==> src/rtl/tpu_mlp_pkg.sv <==
// Shared MLP sequencer types: state encoding and the completion codes the
// execution stage decodes from mlp_state.
package tpu_mlp_pkg;

  localparam int unsigned STATE_W = 4;

  typedef enum logic [STATE_W-1:0] {
    S_IDLE      = 4'd0,
    S_CLEAR     = 4'd1,
    S_LOAD_W    = 4'd2,
    S_SWAP_W    = 4'd3,
    S_STREAM    = 4'd4,
    S_DRAIN     = 4'd5,
    S_COMMIT    = 4'd6,
    S_WRITEBACK = 4'd7,
    S_DONE      = 4'd8
  } mlp_state_t;

  // Fixed codes the execution stage polls for SYNC / busy completion
  localparam logic [STATE_W-1:0] MLP_STATE_IDLE = 4'd0;
  localparam logic [STATE_W-1:0] MLP_STATE_DONE = 4'd8;

  // A new request may only be taken while idle or in the completion cycle
  function automatic logic can_accept(input mlp_state_t s);
    return (STATE_W'(s) == MLP_STATE_IDLE) || (STATE_W'(s) == MLP_STATE_DONE);
  endfunction

endpackage

==> src/rtl/mlp_sequencer_if.sv <==
// Request, weight-FIFO, unified-buffer, accumulator and writeback signals
// between the execution stage / datapath and the MLP sequencer.
interface mlp_sequencer_if
  import tpu_mlp_pkg::*;
#(
  parameter int unsigned ADDR_W = 8
);
  logic               mlp_start;
  logic               mlp_clear_acc;
  logic               mlp_accumulate_mode;
  logic [ADDR_W-1:0]  act_base;
  logic [ADDR_W-1:0]  out_base;
  logic               wfifo_empty;
  logic               wfifo_rd_en;
  logic               wt_load_en;
  logic               wt_swap;
  logic               ub_rd_en;
  logic [ADDR_W-1:0]  ub_rd_addr;
  logic               acc_clear;
  logic               acc_commit;
  logic               acc_add;
  logic               wb_valid;
  logic               wb_ready;
  logic [ADDR_W-1:0]  wb_addr;
  logic [STATE_W-1:0] mlp_state;
  logic               start_ignored;

  // Sequencer side
  modport master (
    input  mlp_start, mlp_clear_acc, mlp_accumulate_mode, act_base, out_base,
           wfifo_empty, wb_ready,
    output wfifo_rd_en, wt_load_en, wt_swap, ub_rd_en, ub_rd_addr, acc_clear,
           acc_commit, acc_add, wb_valid, wb_addr, mlp_state, start_ignored
  );

  // Execution stage / datapath side
  modport slave (
    output mlp_start, mlp_clear_acc, mlp_accumulate_mode, act_base, out_base,
           wfifo_empty, wb_ready,
    input  wfifo_rd_en, wt_load_en, wt_swap, ub_rd_en, ub_rd_addr, acc_clear,
           acc_commit, acc_add, wb_valid, wb_addr, mlp_state, start_ignored
  );

endinterface

==> src/rtl/mlp_sequencer_phase_counter.sv <==
// Loadable down-counter shared by the LOAD_W, STREAM, DRAIN and WRITEBACK
// phases; zero is registered alongside the count.
module mlp_phase_counter #(
  parameter int unsigned W = 4
) (
  input  logic         clk,
  input  logic         reset_n,
  input  logic         load,
  input  logic [W-1:0] load_val,
  input  logic         dec,
  output logic         zero
);

  logic [W-1:0] count;

  // Load has priority; decrement stops at zero
  always_ff @(posedge clk or negedge reset_n) begin
    if (!reset_n) begin
      count <= '0;
      zero  <= 1'b1;
    end else if (load) begin
      count <= load_val;
      zero  <= (load_val == '0);
    end else if (dec && !zero) begin
      count <= count - W'(1);
      zero  <= (count == W'(1));
    end
  end

endmodule

==> src/rtl/mlp_sequencer.sv <==
// MLP pass sequencer: clear, weight load, swap, activation stream, drain,
// commit and writeback, reporting progress on mlp_state.
module mlp_sequencer
  import tpu_mlp_pkg::*;
#(
  parameter int unsigned N       = 4,
  parameter int unsigned ROWS    = 4,
  parameter int unsigned LATENCY = 8,
  parameter int unsigned ADDR_W  = 8
) (
  input logic            clk,
  input logic            reset_n,
  mlp_sequencer_if.master bus
);

  localparam int unsigned MAX_NR  = (N > ROWS) ? N : ROWS;
  localparam int unsigned CNT_MAX = (MAX_NR > LATENCY) ? MAX_NR : LATENCY;
  localparam int unsigned CNT_W   = $clog2(CNT_MAX + 1);

  mlp_state_t        state, state_d;
  logic              accept;
  logic              cnt_load, cnt_dec, cnt_zero;
  logic [CNT_W-1:0]  cnt_val;
  logic [ADDR_W-1:0] act_q, out_q;
  logic              acc_mode_q;

  mlp_phase_counter #(.W(CNT_W)) u_phase_cnt (
    .clk      (clk),
    .reset_n  (reset_n),
    .load     (cnt_load),
    .load_val (cnt_val),
    .dec      (cnt_dec),
    .zero     (cnt_zero)
  );

  // State register
  always_ff @(posedge clk or negedge reset_n) begin
    if (!reset_n) state <= S_IDLE;
    else          state <= state_d;
  end

  // Next state and phase-counter control
  always_comb begin
    state_d  = state;
    cnt_load = 1'b0;
    cnt_val  = '0;
    cnt_dec  = 1'b0;
    accept   = bus.mlp_start && can_accept(state);
    unique case (state)
      S_IDLE:   if (accept) state_d = S_CLEAR;
      S_CLEAR: begin
        state_d  = S_LOAD_W;
        cnt_load = 1'b1;
        cnt_val  = CNT_W'(N - 1);
      end
      S_LOAD_W: if (!bus.wfifo_empty) begin
        if (cnt_zero) state_d = S_SWAP_W;
        else          cnt_dec = 1'b1;
      end
      S_SWAP_W: begin
        state_d  = S_STREAM;
        cnt_load = 1'b1;
        cnt_val  = CNT_W'(ROWS - 1);
      end
      S_STREAM: begin
        if (cnt_zero) begin
          state_d  = S_DRAIN;
          cnt_load = 1'b1;
          cnt_val  = CNT_W'(LATENCY - 1);
        end else begin
          cnt_dec = 1'b1;
        end
      end
      S_DRAIN: begin
        if (cnt_zero) state_d = S_COMMIT;
        else          cnt_dec = 1'b1;
      end
      S_COMMIT: begin
        state_d  = S_WRITEBACK;
        cnt_load = 1'b1;
        cnt_val  = CNT_W'(ROWS - 1);
      end
      S_WRITEBACK: if (bus.wb_valid && bus.wb_ready) begin
        if (cnt_zero) state_d = S_DONE;
        else          cnt_dec = 1'b1;
      end
      S_DONE:   state_d = accept ? S_CLEAR : S_IDLE;
      default:  state_d = S_IDLE;
    endcase
  end

  assign bus.mlp_state = STATE_W'(state);

  // Pop is gated by the live empty flag so it can never coincide with empty
  assign bus.wfifo_rd_en = (state == S_LOAD_W) && !bus.wfifo_empty;
  assign bus.wt_load_en  = (state == S_LOAD_W) && !bus.wfifo_empty;

  // Request fields captured on accept
  always_ff @(posedge clk or negedge reset_n) begin
    if (!reset_n) begin
      act_q      <= '0;
      out_q      <= '0;
      acc_mode_q <= 1'b0;
    end else if (accept) begin
      act_q      <= bus.act_base;
      out_q      <= bus.out_base;
      acc_mode_q <= bus.mlp_accumulate_mode;
    end
  end

  // Registered strobes and addresses, decoded from the next state
  always_ff @(posedge clk or negedge reset_n) begin
    if (!reset_n) begin
      bus.acc_clear     <= 1'b0;
      bus.wt_swap       <= 1'b0;
      bus.ub_rd_en      <= 1'b0;
      bus.ub_rd_addr    <= '0;
      bus.acc_commit    <= 1'b0;
      bus.acc_add       <= 1'b0;
      bus.wb_valid      <= 1'b0;
      bus.wb_addr       <= '0;
      bus.start_ignored <= 1'b0;
    end else begin
      bus.acc_clear     <= accept && bus.mlp_clear_acc && !bus.mlp_accumulate_mode;
      bus.wt_swap       <= (state_d == S_SWAP_W);
      bus.ub_rd_en      <= (state_d == S_STREAM);
      bus.acc_commit    <= (state_d == S_COMMIT);
      bus.acc_add       <= (state_d == S_COMMIT) && acc_mode_q;
      bus.wb_valid      <= (state_d == S_WRITEBACK);
      bus.start_ignored <= bus.mlp_start && !can_accept(state);
      if (state_d == S_STREAM)
        bus.ub_rd_addr <= (state == S_STREAM) ? bus.ub_rd_addr + ADDR_W'(1) : act_q;
      if (state_d == S_WRITEBACK) begin
        if (state != S_WRITEBACK) bus.wb_addr <= out_q;
        else if (bus.wb_ready)    bus.wb_addr <= bus.wb_addr + ADDR_W'(1);
      end
    end
  end

endmodule

==> src/flat_wrapper.sv <==
// flat-port wrapper written by rule: the top's interface ports become plain ports
module mlp_sequencer_flat import tpu_mlp_pkg::*;
#(
  parameter int unsigned N       = 4,
  parameter int unsigned ROWS    = 4,
  parameter int unsigned LATENCY = 8,
  parameter int unsigned ADDR_W  = 8
)
  (clk, reset_n, bus_mlp_start, bus_mlp_clear_acc, bus_mlp_accumulate_mode, bus_act_base, bus_out_base, bus_wfifo_empty, bus_wb_ready, bus_wfifo_rd_en, bus_wt_load_en, bus_wt_swap, bus_ub_rd_en, bus_ub_rd_addr, bus_acc_clear, bus_acc_commit, bus_acc_add, bus_wb_valid, bus_wb_addr, bus_mlp_state, bus_start_ignored);
  mlp_sequencer_if #(.ADDR_W(ADDR_W)) bus_i ();
  input logic clk;
  input logic reset_n;
  input wire logic [$bits(bus_i.mlp_start)-1:0] bus_mlp_start;
  input wire logic [$bits(bus_i.mlp_clear_acc)-1:0] bus_mlp_clear_acc;
  input wire logic [$bits(bus_i.mlp_accumulate_mode)-1:0] bus_mlp_accumulate_mode;
  input wire logic [$bits(bus_i.act_base)-1:0] bus_act_base;
  input wire logic [$bits(bus_i.out_base)-1:0] bus_out_base;
  input wire logic [$bits(bus_i.wfifo_empty)-1:0] bus_wfifo_empty;
  input wire logic [$bits(bus_i.wb_ready)-1:0] bus_wb_ready;
  output wire logic [$bits(bus_i.wfifo_rd_en)-1:0] bus_wfifo_rd_en;
  output wire logic [$bits(bus_i.wt_load_en)-1:0] bus_wt_load_en;
  output wire logic [$bits(bus_i.wt_swap)-1:0] bus_wt_swap;
  output wire logic [$bits(bus_i.ub_rd_en)-1:0] bus_ub_rd_en;
  output wire logic [$bits(bus_i.ub_rd_addr)-1:0] bus_ub_rd_addr;
  output wire logic [$bits(bus_i.acc_clear)-1:0] bus_acc_clear;
  output wire logic [$bits(bus_i.acc_commit)-1:0] bus_acc_commit;
  output wire logic [$bits(bus_i.acc_add)-1:0] bus_acc_add;
  output wire logic [$bits(bus_i.wb_valid)-1:0] bus_wb_valid;
  output wire logic [$bits(bus_i.wb_addr)-1:0] bus_wb_addr;
  output wire logic [$bits(bus_i.mlp_state)-1:0] bus_mlp_state;
  output wire logic [$bits(bus_i.start_ignored)-1:0] bus_start_ignored;
  assign bus_i.mlp_start = bus_mlp_start;
  assign bus_i.mlp_clear_acc = bus_mlp_clear_acc;
  assign bus_i.mlp_accumulate_mode = bus_mlp_accumulate_mode;
  assign bus_i.act_base = bus_act_base;
  assign bus_i.out_base = bus_out_base;
  assign bus_i.wfifo_empty = bus_wfifo_empty;
  assign bus_i.wb_ready = bus_wb_ready;
  assign bus_wfifo_rd_en = bus_i.wfifo_rd_en;
  assign bus_wt_load_en = bus_i.wt_load_en;
  assign bus_wt_swap = bus_i.wt_swap;
  assign bus_ub_rd_en = bus_i.ub_rd_en;
  assign bus_ub_rd_addr = bus_i.ub_rd_addr;
  assign bus_acc_clear = bus_i.acc_clear;
  assign bus_acc_commit = bus_i.acc_commit;
  assign bus_acc_add = bus_i.acc_add;
  assign bus_wb_valid = bus_i.wb_valid;
  assign bus_wb_addr = bus_i.wb_addr;
  assign bus_mlp_state = bus_i.mlp_state;
  assign bus_start_ignored = bus_i.start_ignored;
  mlp_sequencer #(.N(N), .ROWS(ROWS), .LATENCY(LATENCY), .ADDR_W(ADDR_W)) u_core (.clk(clk), .reset_n(reset_n), .bus(bus_i));
endmodule
==> config.mk <==
export PLATFORM = sky130hd
export DESIGN_NAME = mlp_sequencer_flat
export DESIGN_NICKNAME = d
export VERILOG_FILES = /design/src/rtl/tpu_mlp_pkg.sv /design/src/rtl/mlp_sequencer_if.sv /design/src/rtl/mlp_sequencer_phase_counter.sv /design/src/rtl/mlp_sequencer.sv /design/src/flat_wrapper.sv
export SDC_FILE = /design/constraint.sdc
export NUM_CORES = 1
export LEC_CHECK = 0
export CORE_MARGIN = 2
export CORE_UTILIZATION = 50
export CTS_BUF_LIST = sky130_fd_sc_hd__clkbuf_8
export DETAILED_ROUTE_END_ITERATION = 6
export GPL_TIMING_DRIVEN = 0
export PLACE_DENSITY = 0.79
export SETUP_SLACK_MARGIN = 0.05
export SLEW_MARGIN = 5
export SYNTH_ARGS = -nofsm -noshare
export SYNTH_HDL_FRONTEND = slang
export SYNTH_SLANG_ARGS = --single-unit
==> constraint.sdc <==
create_clock -name clk -period 3.5 [get_ports clk]
set_input_delay 0.35 -clock clk [delete_from_list [all_inputs] [get_ports clk]]
set_output_delay 0.35 -clock clk [all_outputs]
set_load 0.02 [all_outputs]
# Word-level counts from Yosys, hierarchy flattened
# Index checks and enable logic that the tools add are counted.
word_totals:
  register_bits: 49
  in_bits: 23
  word_cells: 76
op_classes:
  n_mux: 24
  n_addsub: 3
  n_reduce_logical: 20
  n_eq_ne: 14
op_table:
  columns: ["cell", "count"]
  rows:
  - ["$mux 4", 9]
  - ["$pmux 4 s9", 1]
  - ["$eq 4x3->1 const B", 7]
  - ["$mux 8", 3]
  - ["$add 8x1->8 const B", 2]
  - ["$eq 4x2->1 const B", 3]
  - ["$eq 4x1->1 const B", 2]
  - ["$logic_and 1x1->1", 8]
  - ["$logic_not 4->1", 2]
  - ["$pmux 4 s2", 1]
  - ["$mux 1", 7]
  - ["$eq 4x4->1 const B", 1]
  - ["$logic_not 1->1", 4]
  - ["$ne 4x3->1 const B", 1]
  - ["$reduce_bool 2->1", 2]
  - ["$sub 4x1->4 const B", 1]
  - ["$mux 3", 1]
  - ["$pmux 1 s3", 1]
  - ["$reduce_or 3->1", 1]
  - ["$pmux 1 s2", 1]
  - ["$reduce_and 2->1", 1]
  - ["$reduce_or 2->1", 1]
  - ["$logic_or 1x1->1", 1]

# Logic depth before layout (Yosys ltp)
depth:
  depth_word: 7
  ltp_mapped: 7
  depth_no_buf: 6

# Modules after synthesis
# A second synthesis with hierarchy kept.
hier_totals:
  hier_cells: 236
  area_unflattened_um2: 2504.9
by_module_without_submodules:
  columns: ["mod", "instances", "seq_area_each_um2", "area_per_inst_um2", "cells_per_inst"]
  rows:
  - ["mlp_sequencer", 1, 1101.1, 2202.1, 206]
  - ["mlp_phase_counter", 1, 126.4, 302.8, 30]

# Worst setup path before layout
# Ideal clock, no wire load.
synth_path:
  kind: "reg2reg"
  start: "register u_core.state[0] (netlist: u_core.bus.mlp_state[0])"
  end: "register u_core.act_q[5]"
  setup_slack_ns: 1.726
  setup_ns: 0.125
  path_buffers: 3
  stages_incl_launch_ff: 7
  t_arrival_ns: 1.649
  synth_period_minus_slack_ns: 1.774
  path_cell_list: "dfrtp_1 > buf_2 > nor3_1 > and2_1 > buf_4 > buf_4 > mux2_2"
synth_between:
  elab_chain_cells: 3
  word_cells_on_any_way: 4
synth_rtl:
  columns: ["item", "line", "source"]
  rows:
  - ["start: declaration", "mlp_sequencer.sv:20", "mlp_state_t state, state_d;"]
  - ["start signal: assignment", "mlp_sequencer.sv:39", "else state <= state_d;"]
  - ["$eq 4x4->1 or $logic_not 4->1 (tied branches)", "tpu_mlp_pkg.sv:25", "return (STATE_W'(s) == MLP_STATE_IDLE) || (STATE_W'(s) == MLP_STATE_DONE);"]
  - ["$logic_or 1x1->1 *", "tpu_mlp_pkg.sv:25", null]
  - ["$logic_and 1x1->1 *", "mlp_sequencer.sv:48", "accept = bus.mlp_start && can_accept(state);"]
  - ["end signal: assignment", "mlp_sequencer.sv:105", "act_q <= bus.act_base;"]
  - ["end: declaration", "mlp_sequencer.sv:24", "logic [ADDR_W-1:0] act_q, out_q;"]
# Every way passes the cells marked *; elsewhere a longest branch is shown, timed or not.
# A chain may end at the register's enable or synchronous reset.

# Worst setup path after layout
layout_path:
  start: "register u_core.state[1] (netlist: u_core.bus.mlp_state[1])"
  end: "output bus_wt_load_en"
layout_between:
  elab_chain_cells: 2
layout_rtl:
  columns: ["item", "line", "source"]
  rows:
  - ["$eq 4x2->1", "mlp_sequencer.sv:96", "assign bus.wt_load_en = (state == S_LOAD_W) && !bus.wfifo_empty;"]
  - ["$logic_and 1x1->1", "mlp_sequencer.sv:96", null]
  - ["end: declaration", "flat_wrapper.sv:21", "output wire logic [$bits(bus_i.wt_load_en)-1:0] bus_wt_load_en;"]
# No other way between the ends.

==> impl_metrics.tcl <==
set metrics [dict create \
    outcome "completed" \
    critPathMaxFanout 9 \
    finalCriticalPeriod_ns 2.455 \
    ant_nets 0 \
    num_rows 25 \
    place_ws_ns 1.222 \
    synth_cells 243 \
    relSlewSlack 0.6350 \
    post_cts_buffers 0 \
    die_area_um2 5653 \
    nNetsFinal 330 \
    drtIter0Drc 202 \
    core_um2 4817 \
    max_slew.worst_pin.slew_ns 0.5417 \
    grt_pass1_wl_um 9101 \
    worstSetupStartpoint "u_core.bus.mlp_state[1]" \
    holdCritPathClass "in -> async" \
    grt_pass1_vias 1899 \
    reg2reg_depth 6 \
    layout_setup_ws_ns 1.045 \
    final_layout_size_suffix_gt1_frac 0.1842 \
    yosysSeqAreaShare 0.4844 \
    drtPass1Iterations 4 \
    dpl-instance-area_um2 3143 \
    diodes 0 \
    holdWs_ns 0.4666 \
    syn_area_um2 2534 \
    yosys_register_bits 49 \
    cts_max_level 2 \
    critical_path_class "reg -> out" \
    crit_path_start_kind "flop" \
    drcViolationCount 0 \
    multi_input_comb_area_um2 1164 \
    clkTransAtPathRegs_ns 0.09 \
    fill_cells 409 \
    routed_wl_um 5450 \
    fin_util 0.6764 \
    crit_arrival_ns 2.11 \
    antenna_found_initial 0 \
    cts_num_sinks 49 \
    timing.final.hold_violations 0 \
    cts_buffers 5 \
    synthArstFlopShare 1.000 \
    dp_hpwl_um 3881 \
    syn_nets 270 \
    clk_latency_ns 0.31 \
    netlist-cell-type-count 48 \
    leakage_nw 1.376 \
    p_per_area_nw_per_um2 922.3 \
    detailroute.via_count 2080 \
    cts_tree "built" \
    max-cap-violations 0 \
    mostFrequentLayoutCells "clkdlybuf4s50_1 (50), dfrtp_1 (48), a21oi_1 (26)" \
    avgSynthCellArea_um2 10.43 \
    grt_overflow_total 0 \
    tns_ns 0 \
    cts_max_path_buffers 2 \
    holdBufCountCts 1 \
    fp.dieH_um 75.19 \
    layout_commonest_cell "clkdlybuf4s50_1" \
    die_w_um 75.19 \
    period_share 0.7014 \
    synth-main-ff-cell "dfrtp_1" \
    endpoint_kind "output port" \
    worstPathRequired_ns 3.15 \
    fin_skew_ns 0.01333 \
    routabilityCongestion 0.8295 \
    design_area_um2 3258 \
    ff_latch_area_um2 1227 \
    reg2reg_to "u_core.act_q[6]" \
    ir_worst_vdd_v 0.0004945 \
    max_freq_mhz 407.3 \
    rsz0062_at_grt "false" \
    synth_edf_count 0 \
    wl_per_cell_um 14.69 \
    io_pins 52 \
    syn_to_final_growth_pct 28.59 \
    ctsResizeCount 0 \
    viasPerCell 5.606 \
    grt_max_degree 38 \
    r2r_setup_slack_ns 1.62 \
    numPortBuffers 51 \
    yosysWarnings 0 \
    track_usage 0.2115 \
    cts-root-buf "clkbuf_8" \
    slew_violations 0 \
    start_util 0.5260 \
    r2r-start "u_core.bus.mlp_state[0]" \
    setup_violations 0 \
]
area by class of cell:
cell class                 instances  area share
timing repair buffer              53      0.1644
clock inverter                     1    0.002688
buffer                            18     0.03533
sequential                        49      0.3767
tap                               67     0.02573
multi-input combinational        170      0.3571
clock buffer                       7     0.02957
inverter                           6    0.008449
synthesized netlist by cell type, drive strengths merged (2+ instances only):
cell type | count | area, um^2
dfrtp | 48 | 1201
o22ai | 6 | 37.54
and4 | 2 | 17.52
a21o | 3 | 30.02
a21oi | 32 | 182.7
ha | 4 | 50.05
mux2i | 4 | 40.04
buf | 15 | 103.9
nor2b | 2 | 12.51
nand4b | 2 | 17.52
and2 | 3 | 18.77
and3 | 3 | 18.77
o21ai | 15 | 75.07
nor3b | 2 | 20.02
nand3 | 11 | 55.05
nand2b | 7 | 43.79
a2bb2oi | 4 | 35.03
mux2 | 18 | 202.7
nand3b | 4 | 30.03
o211ai | 3 | 22.52
nand4 | 4 | 25.02
inv | 5 | 18.77
clkbuf | 3 | 11.26
nand2 | 15 | 56.30
nor2 | 11 | 41.29
nor3 | 2 | 10.01
routing by layer:
| metal | vias to the layer above | global-route usage | share of wire |
|---|---|---|---|
| met4 | 0 | 0.06433 | 0.011 |
| met5 | - | 0 | 0 |
| met2 | 68 | 0.3363 | 0.49 |
| li1 | 1005 | - | - |
| met1 | 1002 | 0.3029 | 0.46 |
| met3 | 5 | 0.02945 | 0.040 |
logic make-up (layout without fill, tap and decap cells):
group	Yosys count	after routing	share of synthesized area
buf+inv	24	85	0.05630
simple gates	72	72	0.1635
compound gates	72	72	0.1802
flops	49	49	0.4844
fa+ha+maj	4	4	0.01975
mux	22	22	0.09580
state kept, by name, summed over array words and instances (netlist names), 4 cells and up:
register / count
u_core.act_q: 8
u_core.bus.mlp_state: 4
u_core.bus.ub_rd_addr: 8
u_core.bus.wb_addr: 8
u_core.out_q: 8
u_core.u_phase_cnt.count: 4
worst max-delay path: stages (launching register included):
cell and delay [ns]:
dfrtp_1 0.40, buf_6 0.15, nor3b_2 0.25, and2_0 0.15, buf_2 0.15, buf_4 0.11, clkdlybuf4s50_1 0.59
through the flow:
step           cells  total power, mW
5_1_grt          371            3.240
6_report         371            3.005
3_3_place_gp     361            2.584
3_5_place_dp     362            2.624
4_1_cts          371            3.019
2_1_floorplan    243            2.105
power by group:
| part | internal (mW) | switching [mW] | leakage (nW) |
|---|---|---|---|
| registers | 0.810 | 0.216 | 0.600 |
| logic | 0.760 | 0.844 | 0.721 |
| clock network | 0.183 | 0.193 | 0.0549 |
| total | 1.75 | 1.25 | 1.38 |
worst max path at each step:
stage,to,cells after the start
after global routing,bus_wt_load_en,6
after floorplan,u_core.act_q[5],6
after detailed placement,bus_wt_load_en,6
after global placement,u_core.out_q[5],1
final,bus_wt_load_en,6
after CTS,bus_wt_load_en,6
Power figures use the tool's default switching activity.
==> edit 1, RTL diff (config.mk and constraints unchanged) <==
Reset style: synchronous (`reset_n`), changed in 4 clocked blocks.
--- a/src/rtl/mlp_sequencer_phase_counter.sv
+++ b/src/rtl/mlp_sequencer_phase_counter.sv
@@ -14,7 +14,7 @@
   logic [W-1:0] count;
 
   // Load has priority; decrement stops at zero
-  always_ff @(posedge clk or negedge reset_n) begin
+  always_ff @(posedge clk) begin
     if (!reset_n) begin
       count <= '0;
       zero  <= 1'b1;
--- a/src/rtl/mlp_sequencer.sv
+++ b/src/rtl/mlp_sequencer.sv
@@ -34,7 +34,7 @@
   );
 
   // State register
-  always_ff @(posedge clk or negedge reset_n) begin
+  always_ff @(posedge clk) begin
     if (!reset_n) state <= S_IDLE;
     else          state <= state_d;
   end
@@ -96,7 +96,7 @@
   assign bus.wt_load_en  = (state == S_LOAD_W) && !bus.wfifo_empty;
 
   // Request fields captured on accept
-  always_ff @(posedge clk or negedge reset_n) begin
+  always_ff @(posedge clk) begin
     if (!reset_n) begin
       act_q      <= '0;
       out_q      <= '0;
@@ -109,7 +109,7 @@
   end
 
   // Registered strobes and addresses, decoded from the next state
-  always_ff @(posedge clk or negedge reset_n) begin
+  always_ff @(posedge clk) begin
     if (!reset_n) begin
       bus.acc_clear     <= 1'b0;
       bus.wt_swap       <= 1'b0;
Formal check against the unedited RTL: differs if reset_n is asserted again (counterexample within 4 cycles, from zero or initial values and one cycle with reset_n low); with reset_n held inactive, the same outputs for 10 cycles.
==> edit 1 against the original RTL <==
Non-clock buffer count grew 2; synthesized area decreased by 2.1%; setup slack got worse by 0.039 ns; core utilization is 0.85 points lower; routed wire length up 13%; sequential cell count unchanged; cell area decreased by 2.5%; fmax down 1.6%; largest cell class is now multi-input combinational cells.
Power is not compared: it rests on default switching activity, and its combinational part moved more than twofold at a synthesized area within 25%.
==> edit 1: results (changes against the original RTL) <==
{| class="wikitable"
! Metric !! Value
|-
| DR pass1 iterations || 5 (+1)
|-
| Number of distinct library cells after synthesis || 50 (+4.2%)
|-
| Relative slew slack || 53.06% (-10 points)
|-
| Class of the tightest hold or removal check || reg -> reg
|-
| Via-per-instance ratio || 5.669 (+1.1%)
|-
| First-iteration detailed-routing DRC count || 238 (+18%)
|-
| HPWL reported at the end of detailed placement || 4395 microns (+13%)
|-
| Layout Skew || 0.005151 ns (-0.008174 ns)
|-
| Inserted Clock Buffers || 5 (unchanged)
|-
| Post-placement cell area || 3074 sq um (-2.2%)
|-
| Leak pwr || around 1.1 nW
|-
| Data arrival time of the worst path || 2.14 ns (+0.03 ns)
|-
| Ratio of cells with drive above 1 in the final layout || 6.199% (-12 points)
|-
| Maximum fanout encountered on the critical timing path || 10 (+1)
|-
| Top cell types by occurrence after synthesis || nand2_1, dfxtp_1, a21oi_1
|-
| Clk Latency, worst-skew pair || 0.31 ns (about the same)
|-
| Max rail drop VDD || approximately 0.00025 V
|-
| Wire length of the first global-routing pass || 10,020 microns (+10%)
|-
| Fraction of synthesis flops using an asynchronous set or reset pin || 0% (-100 points)
|-
| Family with the most delay on the worst path || buffers and inverters
|-
| Placed cell count || 430 (+19%)
|-
| Cells after synthesis || 312 (+28%)
|-
| Overall routing resource usage || 23.01% (+1.9 points)
|-
| Clock-pin slew on the worst setup and hold paths || 0.10 ns
|-
| Sequential area share after synthesis || 39.56% (-8.9 points)
|-
| Count of H-tree levels built during CTS || 2 (unchanged)
|-
| Post-Layout Cell Count || 438 (+18%)
|-
| Synthesized net count || 339 (+26%)
|-
| Result of the run || complete, no violations
|-
| GP Congestion || 0.8737 (+5.3%)
|-
| Most used flip-flop cell after synthesis || dfxtp_1
|-
| Final wirelength || 6156 microns (+13%)
|-
| Largest cells by area after synthesis || dfxtp_1, nand2_1, a21oi_1, o21ai_0, clkbuf_1
|-
| Maximum number of pins on one net before global-route repair || 18 (-53%)
|-
| Number of global-route vias before repair || 2,145 (+13%)
|-
| Dominant cell by count in the synthesized netlist || nand2_1
|-
| Net total in the final layout || 397 (+20%)
|}
==> edit 1: changes by cell type after synthesis, sizes merged, moves of 7 or more <==
cell / change
clkbuf: +15
mux2: -18
dfxtp: +49
buf: -11
nor2: +7
nor3: +8
nand2: +37
dfrtp: -48
==> edit 1: final timing paths <==
kind	start	endpoint	slack (ns)	cells after the start
worst max-delay path	u_core.bus.mlp_state[1]	bus_wt_load_en	1.01	5
worst min-delay path	u_core.act_q[7]	u_core.act_q[7]	0.46	2
worst max register to register	u_core.bus.mlp_state[0]	u_core.bus.wb_addr[4]	1.36	6
worst min register to register	u_core.act_q[7]	u_core.act_q[7]	0.46	2
==> edit 1: worst register-to-register path, delay by kind of cell, from the launching register on <==
kind	cells	cell delay (ns)
AO/OA/AOI/OAI	3	0.84
buffers and inverters	2	0.45
flip-flops	1	0.36
AND/OR/NAND/NOR	1	0.38
==> edit 1: kinds of logic (layout without fill, tap and decap cells) <==
family / Yosys count / in the layout / synth area share, %
compound gates: 94 / 94 / 25.23
fa+ha+maj: 4 / 4 / 2.018
buf+inv: 29 / 88 / 4.793
flops: 49 / 49 / 39.56
mux: 1 / 1 / 0.4036
simple gates: 135 / 135 / 28.00
==> edit 1: where the power goes <==
| group | total [mW] | leakage (nW) | switching [mW] | internal [mW] |
|---|---|---|---|---|
| clock | 0.353 | 0.0423 | 0.207 | 0.146 |
| combinational | 0.207 | 0.667 | 0.115 | 0.0928 |
| sequential | 0.613 | 0.399 | 0.0256 | 0.587 |
==> edit 1: area by class of cell <==
cell class | instances | area (sq um)
Fill cell | 447 | 1579
Multi-Input combinational cell | 234 | 1386
Sequential cell | 49 | 980.9
Timing Repair Buffer | 51 | 510.5
Buffer | 22 | 92.59
Tap cell | 67 | 83.83
Clock buffer | 5 | 68.82
Clock inverter | 3 | 26.28
Inverter | 7 | 26.28
==> edit 1: per-layer routing <==
layer	share of wire, %	vias up	routed length [microns]	track usage [%]
met5	0	-	0	0
met4	0.83	0	51	6.548
met3	6.6	8	409	3.930
met2	45	106	2771	35.50
met1	47	1118	2923	33.19
li1	-	1251	-	-
==> edit 1: metrics by stage <==
stage | worst slack [ns] | hold slack (ns)
floorplan | 1.381 | 0.4266
global placement | 1.262 | 0.4456
detailed placement | 1.278 | 0.4510
CTS | 0.9924 | 0.4650
global route | 0.9315 | 0.4835
finish | 1.006 | 0.4617
==> edit 2, RTL diff (config.mk and constraints unchanged) <==
Without the edit above. `N` is set to 4 in 2 places; all go to 8.
--- a/src/rtl/mlp_sequencer.sv
+++ b/src/rtl/mlp_sequencer.sv
@@ -3,7 +3,7 @@
 module mlp_sequencer
   import tpu_mlp_pkg::*;
 #(
-  parameter int unsigned N       = 4,
+  parameter int unsigned N       = 8,
   parameter int unsigned ROWS    = 4,
   parameter int unsigned LATENCY = 8,
   parameter int unsigned ADDR_W  = 8
--- a/src/flat_wrapper.sv
+++ b/src/flat_wrapper.sv
@@ -1,7 +1,7 @@
 // flat-port wrapper written by rule: the top's interface ports become plain ports
 module mlp_sequencer_flat import tpu_mlp_pkg::*;
 #(
-  parameter int unsigned N       = 4,
+  parameter int unsigned N       = 8,
   parameter int unsigned ROWS    = 4,
   parameter int unsigned LATENCY = 8,
   parameter int unsigned ADDR_W  = 8
Behaviour: not the same (a bounded check fails within 10 cycles, from zero or initial values and one cycle with reset_n low).
==> edit 2 against the original RTL <==
Synthesized area is 0.49% higher; first-iteration DRC count is 55% lower; power is 3.3% lower; cell area is 0.38% lower; hold slack worse by 0.45 ns; die area is 0.47% higher; setup slack better by 0.040 ns; routed wire length is 6.3% lower; sequential cell count stayed put; sequential power is 3% lower; synthesized cell count is 1.6% lower; core utilization is 0.26 points lower; critical path type unchanged; largest power group unchanged; highest routed layer unchanged.
==> edit 2: results (changes against the original RTL) <==
{| class="wikitable"
! Metric !! Value
|-
| Placed cell count || 358 (-1.1%)
|-
| Final wirelength || 5107 microns (-6.3%)
|-
| Ratio of cells with drive above 1 in the final layout || 17.39% (-1.0 points)
|-
| Clock-pin slew on the worst setup and hold paths || 0.09 ns (about the same)
|-
| XOR/XNOR share of the synthesized area || 1.032% (+1.0 points)
|-
| Synthesized net count || 266 (-1.5%)
|-
| Worst Setup SP || u_core.bus.mlp_state[3]
|-
| Layout Skew || 0.006842 ns (-0.006483 ns)
|-
| Count of H-tree levels built during CTS || 2 (unchanged)
|-
| Net total in the final layout || 325 (-1.5%)
|-
| Number of distinct library cells after synthesis || 48 (unchanged)
|-
| Fraction of synthesis flops using an asynchronous set or reset pin || 100.0% (unchanged)
|-
| Post-placement cell area || 3156 sq um (+0.40%)
|-
| Number of antenna violations at the first check in global routing || 0 (unchanged)
|-
| HPWL reported at the end of detailed placement || 3723 microns (-4.1%)
|-
| First-iteration detailed-routing DRC count || 91 (-55%)
|-
| Dpl ws || 1.186 ns (-0.03610 ns)
|-
| GP Congestion || 0.8733 (+5.3%)
|-
| Wire length of the first global-routing pass || 8342 microns (-8.3%)
|-
| Max rail drop VDD || 0.0004957 V (+0.24%)
|-
| WHS || 0.01189 ns (-0.4547 ns)
|-
| Leak pwr || 1.397 nW (+1.5%)
|-
| Post-synthesis adder-cell area fraction || 1.966% (-0.0097 points)
|-
| Sequential area share after synthesis || 48.21% (-0.24 points)
|-
| Synth Area in Compound Gates || 15.63% (-2.4 points)
|-
| Via-per-instance ratio || 5.473 (-2.4%)
|-
| Top cell types by occurrence after synthesis || dfrtp_1, nand2_1, a21oi_1
|-
| Relative slew slack || 66.67% (+3.2 points)
|-
| End of the worst register-to-register path || u_core.out_q[2]
|-
| Class of the tightest hold or removal check || in -> async
|-
| Result of the run || complete, no violations
|-
| Tot Pwr || 2.905 mW (-3.3%)
|-
| Maximum number of pins on one net before global-route repair || 30 (-21%)
|-
| Number of global-route vias before repair || 1,814 (-4.5%)
|-
| Buffer cell driving the clock tree root || clkbuf_8
|-
| Bufs on Longest Clock Path || 2 (unchanged)
|-
| Proportion of power drawn by combinational gates || 54.3% (+0.9 points)
|-
| Overall routing resource usage || 18.94% (-2.2 points)
|-
| Clock group || 0.332 mW (-12%)
|-
| Number of vias after detailed routing || 2,003 (-3.7%)
|-
| Mux contribution to synthesized area || 10.02% (+0.44 points)
|-
| R2r worst-path depth || 5 (-1)
|-
| Cells after synthesis || 239 (-1.6%)
|-
| Maximum fanout encountered on the critical timing path || 8 (-1)
|-
| Data arrival time of the worst path || 2.06 ns (-0.05 ns)
|-
| Count of hold buffers inserted by post-cts repair || 0 (-1)
|-
| Worst reg2reg setup slack || 1.82 ns (+0.20 ns)
|-
| Startpoint of the lowest-slack register-to-register path || u_core.bus.mlp_state[1]
|-
| Largest cells by area after synthesis || dfrtp_1, mux2_4, a21oi_1, nand2_1, mux2_2
|-
| Time the worst path needs with I/O delays and setup || 2.415 ns (-0.04018 ns)
|-
| Switching share of total power || 42.63% (+0.95 points)
|}
## edit 2: changes by cell type in the layout (fill, tap and decap cells not counted), sizes merged, moves of 3 or more
cell / change
clkbuf: -5
nand2: +14
nand3: +6
nand2b: -5
a2bb2oi: -4
a21oi: -7
o21a: +3
nand3b: -4
## edit 2: metal layers
metal / vias to the layer above / GRT usage [%] / wire (microns)
li1: 973 / - / -
met1: 965 / 26.74 / 2352
met2: 63 / 30.43 / 2455
met3: 2 / 3.042 / 272
met4: 0 / 5.458 / 25
met5: - / 0 / 0
## edit 2: final cells by class
cell class	count	area [sq um]
sequential	49	1227
inverter	6	22.52
clock buffer	5	68.82
buffer	13	120.1
timing repair buffer	52	525.5
clock inverter	3	21.27
multi-input combinational	171	1176
fill	404	1572
tap	67	83.83
## edit 2: worst max-delay path, stage by stage, from the launching register on
cell and delay [ns]:
dfrtp_1 0.41, buf_6 0.15, nand2b_4 0.16, nor4_4 0.30
buf_4 0.18, clkdlybuf4s50_1 0.59
